--- src/rtl/fsm_escribir_rtc.sv ---
// Burst writer: copies REG_COUNT bytes from the register RAM into consecutive RTC
// registers using a two-phase (address, then data) cycle on the multiplexed AD bus.
module fsm_escribir_rtc #(
    parameter int          REG_COUNT = 3,
    parameter logic [7:0]  RTC_BASE  = 8'h21,
    parameter int          RAM_BASE  = 0,
    parameter int          RAM_AW    = 6,
    parameter int          T_SU      = 2,
    parameter int          T_PW      = 6,
    parameter int          T_H       = 2
) (
    input  logic              clk,
    input  logic              reset,
    input  logic              do_it_escribir,
    output logic [RAM_AW-1:0] dir_ram,
    output logic              r_ram_enable,
    input  logic [7:0]        ram_data,
    output logic              a_d,
    output logic              cs,
    output logic              rd,
    output logic              wr,
    output logic [7:0]        ad_out,
    output logic              ad_oe,
    output logic              busy,
    output logic              done
);

    typedef enum logic [3:0] {
        IDLE, FETCH0, FETCH1, A_SU, A_PW, A_H, D_SU, D_PW, D_H, REC, FIN
    } state_t;

    localparam logic [3:0] SU_LAST = 4'(T_SU - 1);
    localparam logic [3:0] PW_LAST = 4'(T_PW - 1);
    localparam logic [3:0] H_LAST  = 4'(T_H - 1);
    localparam logic [2:0] K_LAST  = 3'(REG_COUNT - 1);

    state_t            state_q, state_d;
    logic [2:0]        k_q, k_d;
    logic [3:0]        cnt_q, cnt_d;
    logic [7:0]        data_q, data_d;

    logic [RAM_AW-1:0] dir_q, dir_d;
    logic              r_en_q, r_en_d;
    logic              a_d_q, a_d_d;
    logic              cs_q, cs_d;
    logic              wr_q, wr_d;
    logic [7:0]        ad_q, ad_d;
    logic              oe_q, oe_d;
    logic              busy_q, busy_d;
    logic              done_q, done_d;

    always_comb begin
        state_d = state_q;
        k_d     = k_q;
        cnt_d   = cnt_q + 4'd1;
        data_d  = data_q;
        unique case (state_q)
            IDLE: begin
                if (do_it_escribir) begin
                    state_d = FETCH0;
                    k_d     = 3'd0;
                end
            end
            FETCH0: state_d = FETCH1;
            FETCH1: begin
                state_d = A_SU;
                data_d  = ram_data;
            end
            A_SU: if (cnt_q == SU_LAST) state_d = A_PW;
            A_PW: if (cnt_q == PW_LAST) state_d = A_H;
            A_H:  if (cnt_q == H_LAST)  state_d = D_SU;
            D_SU: if (cnt_q == SU_LAST) state_d = D_PW;
            D_PW: if (cnt_q == PW_LAST) state_d = D_H;
            D_H:  if (cnt_q == H_LAST)  state_d = REC;
            REC: begin
                if (k_q == K_LAST) begin
                    state_d = FIN;
                end else begin
                    k_d     = k_q + 3'd1;
                    state_d = FETCH0;
                end
            end
            FIN:     state_d = IDLE;
            default: state_d = IDLE;
        endcase
        if (state_d != state_q || state_q == IDLE) cnt_d = 4'd0;
    end

    // NOTE: outputs are decoded from the *next* state and registered, so the bus
    // pins (cs/wr especially) come straight from flops and line up with state_q.
    always_comb begin
        dir_d  = '0;
        r_en_d = 1'b0;
        a_d_d  = 1'b1;
        cs_d   = 1'b1;
        wr_d   = 1'b1;
        ad_d   = 8'h00;
        oe_d   = 1'b0;
        busy_d = (state_d != IDLE);
        done_d = (state_d == FIN);
        unique case (state_d)
            FETCH0: begin
                r_en_d = 1'b1;
                dir_d  = RAM_AW'(RAM_BASE) + RAM_AW'(k_d);
            end
            A_SU, A_PW, A_H: begin
                cs_d  = 1'b0;
                a_d_d = 1'b0;
                oe_d  = 1'b1;
                ad_d  = RTC_BASE + 8'(k_d);
                wr_d  = (state_d != A_PW);
            end
            D_SU, D_PW, D_H: begin
                cs_d  = 1'b0;
                oe_d  = 1'b1;
                ad_d  = data_d;
                wr_d  = (state_d != D_PW);
            end
            default: ;
        endcase
    end

    always_ff @(posedge clk) begin
        if (reset) begin
            state_q <= IDLE;
            k_q     <= 3'd0;
            cnt_q   <= 4'd0;
            data_q  <= 8'h00;
            dir_q   <= '0;
            r_en_q  <= 1'b0;
            a_d_q   <= 1'b1;
            cs_q    <= 1'b1;
            wr_q    <= 1'b1;
            ad_q    <= 8'h00;
            oe_q    <= 1'b0;
            busy_q  <= 1'b0;
            done_q  <= 1'b0;
        end else begin
            state_q <= state_d;
            k_q     <= k_d;
            cnt_q   <= cnt_d;
            data_q  <= data_d;
            dir_q   <= dir_d;
            r_en_q  <= r_en_d;
            a_d_q   <= a_d_d;
            cs_q    <= cs_d;
            wr_q    <= wr_d;
            ad_q    <= ad_d;
            oe_q    <= oe_d;
            busy_q  <= busy_d;
            done_q  <= done_d;
        end
    end

    assign dir_ram      = dir_q;
    assign r_ram_enable = r_en_q;
    assign a_d          = a_d_q;
    assign cs           = cs_q;
    assign rd           = 1'b1;
    assign wr           = wr_q;
    assign ad_out       = ad_q;
    assign ad_oe        = oe_q;
    assign busy         = busy_q;
    assign done         = done_q;

endmodule
--- config.mk ---
export PLATFORM = sky130hd
export DESIGN_NAME = fsm_escribir_rtc
export DESIGN_NICKNAME = d
export VERILOG_FILES = /design/src/rtl/fsm_escribir_rtc.sv
export SDC_FILE = /design/constraint.sdc
export NUM_CORES = 1
export LEC_CHECK = 0
export CORE_ASPECT_RATIO = 2
export CORE_MARGIN = 2
export CORE_UTILIZATION = 55
export CTS_CLUSTER_DIAMETER = 60
export DETAILED_ROUTE_END_ITERATION = 10
export DONT_BUFFER_PORTS = 1
export PLACE_DENSITY = 0.73
export SKIP_LAST_GASP = 1
export SLEW_MARGIN = 25
export SYNTH_ARGS = -nofsm -noshare
export SYNTH_HDL_FRONTEND = slang
export SYNTH_SLANG_ARGS = --single-unit
--- constraint.sdc ---
create_clock -name clk -period 1.8 [get_ports clk]
set_input_delay 0.36 -clock clk [delete_from_list [all_inputs] [get_ports clk]]
set_output_delay 0.36 -clock clk [all_outputs]
set_load 0.05 [all_outputs]
==> impl_metrics.env <==
export IMPL_h_tree_depth=2
export IMPL_multi_input_area_mm2=0.00103
export IMPL_cts_hold_buffers=0
export IMPL_worstReg2RegStart="state_q[3]$_SDFF_PP0_"
export IMPL_portBuffers=0
export IMPL_dr_total_vias=1596
export IMPL_rr_worst_depth=9
export IMPL_internal_power_mw=1.48
export IMPL_drt_wl_total_mm=5.09
export IMPL_antenna_found_initial=0
export IMPL_worstSetupEndpointType="register"
export IMPL_rsz0062_at_grt="yes"
export IMPL_netlist_area_leader_share_pct=43.7
export IMPL_swShare_pct=27.4
export IMPL_startpoint_type="register"
export IMPL_ios=33
export IMPL_fmax_mhz=534
export IMPL_setup_tns_ns=-0.151
export IMPL_synth_main_ff_cell="dfxtp_1"
export IMPL_combPwrFrac_pct=18.1
export IMPL_total_leakage_power_nw=1.01
export IMPL_yosys_top_cells_area="dfxtp_1 44%, nand2_1 4.6%, a21o_1 4.0%"
export IMPL_critical_path_slowest_cell="dfxtp_4"
export IMPL_p_switching_uw=559
export IMPL_worst_slew_pin_slew_ns=0.659
export IMPL_grt_pass1_wl_mm=7.23
export IMPL_track_usage_pct=27.9
export IMPL_pwr_share_clk_pct=36.5
export IMPL_dr_pass1_iters=4
export IMPL_synth_area_mm2=0.00170
export IMPL_coreArea_mm2=0.00294
export IMPL_peakVddDrop_mv=0.908
export IMPL_hold_end="k_q[0]$_SDFF_PP0_"
export IMPL_synth_top_cell_by_area="dfxtp_1"
export IMPL_die_w_um=43.3
export IMPL_fillers=173
export IMPL_clock_latency_ns=0.29
export IMPL_rows=28
export IMPL_pre_cts_ws_ns=-0.215
export IMPL_detail_route_wl_per_cell_um=18.5
export IMPL_root_buffer="clkbuf_8"
export IMPL_chipHeight_um=82.5
export IMPL_cts_made_buffers=5
export IMPL_cp_data_arrival_time_ns=2.04
export IMPL_cp_num_buf_inv=2
export IMPL_synth_edf_count=0
export IMPL_max_cap_violations=0
export IMPL_path_max_fanout=6
export IMPL_ctsLongestPathBuffers=2
export IMPL_initial_core_util_pct=57.6
export IMPL_finalCritPeriodShare_pct=104
export IMPL_die_area_mm2=0.00357
export IMPL_cts_sinks=37
export IMPL_timing_final_crit_period_ns=1.87
export IMPL_reg2reg_to="ad_out[2]$_SDFF_PP0_"
export IMPL_synth_commonest_cells="37 x dfxtp_1, 21 x nand2_1, 17 x nor2_1, 13 x inv_1, 10 x a21oi_1"
export IMPL_seq_power_share_pct=45.4
export IMPL_slew_violations=0
export IMPL_hold_path_cell_count=1
export IMPL_violations="setup timing"
export IMPL_setup_ws_ns=-0.0725
export IMPL_area_delta_synth_final_pct=41.1
export IMPL_drt_iter0_markers=53
export IMPL_slowest_delay_ns=0.36
export IMPL_slew_headroom_pct=55.6
export IMPL_antenna_left=0
export IMPL_finClkSkew_ns=0.00856
export IMPL_status="complete, but fails checks"
export IMPL_synth_yosys_seq_area_share_pct=43.7
export IMPL_finalSetupViolCount=5
export IMPL_n_antenna_cell=0
export IMPL_required_ns=1.96
export IMPL_async_flop_share_pct=0
export IMPL_final_net_count=260
export IMPL_grt_pass1_vias=1655
export IMPL_grt_max_degree=23
export IMPL_hold_class="input pin to register"
export IMPL_cellPowerDensity_mw_per_mm2=851
export IMPL_path_class="register to register"
export IMPL_drive_gt1_share_pct=43.3
export IMPL_hold_ws_ns=0.132
export IMPL_ys_types=46
export IMPL_vias_per_cell=5.80
export IMPL_yosysWarnings=0
export IMPL_synth_seq_cells=37
export IMPL_seq_area_um2=754
export IMPL_drc=0
export IMPL_synth_most_common_cell="dfxtp_1"
export IMPL_dpl_hpwl_mm=3.23
export IMPL_hold_viol=0
export IMPL_cp_cell_sequence="buf_4 -> and2_4 -> o21ai_0 -> nand2_1 -> o21a_1 -> inv_1 -> ha_1 -> xor2_1 -> o22ai_1"
export IMPL_clkTransAtPathRegs_ns=0.08
export IMPL_gp_congestion=0.920
export IMPL_synthCells=194
export IMPL_cts_tree="done"
export IMPL_cpLargestDelayFamily="compound AO/OA/AOI/OAI gates"
export IMPL_min_from="reset"
export IMPL_syn_avg_cell_area_um2=8.74
export IMPL_grt_overflow=0
export IMPL_rrSetupSlack_ns=-0.07
timing repair:
action	CTS	global route
gates resized for setup	26	23
cloned	0	0
setup buffers	8	4
pin swaps	8	13
setup endpoints to repair	14	18
endpoints found under the hold margin	0	0
how the worst max path moves through the flow:
stage,startpoint,end,slack (ns),cells past startpoint
after global routing,state_q[3]$_SDFF_PP0_,ad_out[2]$_SDFF_PP0_,-0.15,9
after detailed placement,k_q[0]$_SDFF_PP0_,cnt_q[3]$_SDFF_PP0_,-0.22,8
after global placement,state_q[2]$_SDFF_PP0_,cnt_q[3]$_SDFF_PP0_,-0.18,7
final,state_q[3]$_SDFF_PP0_,ad_out[2]$_SDFF_PP0_,-0.07,9
after CTS,k_q[0]$_SDFF_PP0_,cnt_q[3]$_SDFF_PP0_,-0.04,8
after floorplan,cnt_q[1]$_SDFF_PP0_,ad_out[3]$_SDFF_PP0_,0.009,9
registers in the layout (all words and copies together) (netlist names), 3 cells and up:
| signal | count |
|---|---|
| cnt_q | 4 |
| data_q | 8 |
| dir_ram | 3 |
| k_q | 3 |
| ad_out | 8 |
| state_q | 4 |
per-layer routing:
layer | up-vias | wire length, µm | GRT usage, %
li1 | 752 | - | -
met1 | 746 | 1610 | 23.3
met2 | 68 | 2940 | 53.4
met3 | 30 | 198 | 3.26
met4 | 0 | 341 | 26.1
met5 | - | 0 | 0
layout by cell type, fill, tap and decap left out, types with 3 or more instances in the layout:
cell type / instances
nor2b_1: 3
buf_4: 51
nand2b_1: 3
dfxtp_2: 5
nand2_1: 20
nor3_1: 5
inv_1: 12
o21ai_0: 5
nand2b_4: 3
o21ai_1: 3
o22ai_1: 3
nor3b_2: 4
nand3_1: 3
a21oi_1: 8
dfxtp_1: 30
clkbuf_8: 6
a21o_1: 9
conb_1: 4
nor2_1: 14
ha_1: 3
cell type report:
type | instances | area share (%)
timing repair buffer | 53 | 16.9
sequential | 37 | 31.5
multi-input combinational | 134 | 42.9
clock buffer | 6 | 3.45
inverter | 13 | 2.04
tap | 30 | 1.57
clock inverter | 2 | 1.57
power groups by stage:
stage / Combinational, mW / Sequential [mW] / Clock, mW
after floorplan: 0.193 / 0.932 / 0
after global placement: 0.282 / 0.939 / 0
after global routing: 0.395 / 0.929 / 0.761
final: 0.368 / 0.926 / 0.743
after detailed placement: 0.290 / 0.938 / 0
after CTS: 0.331 / 0.921 / 0.746
cell families after synthesis:
| logic type | Yosys count | share of synthesized area, % |
|---|---|---|
| adders and majority gates | 5 | 3.69 |
| muxes | 1 | 1.33 |
| and+or+nand+nor | 76 | 24.0 |
| xor gates and xnor gates | 4 | 2.07 |
| DFF | 37 | 43.7 |
| other | 2 | 0.443 |
| buffers and inverters | 25 | 6.94 |
| AOI/OAI and AO/OA | 44 | 17.9 |
metrics by stage:
step | power (mW) | instances | utilization (%) | area, µm²
floorplan | 1.12 | 196 | - | 1710
global placement | 1.22 | 255 | 67.5 | 1990
detailed placement | 1.23 | 255 | 67.5 | 1990
CTS | 2.00 | 271 | 77.5 | 2280
global route | 2.08 | 275 | 81.3 | 2390
finish | 2.04 | 275 | 81.3 | 2390
No activity file was read; power rests on OpenSTA's default activity.
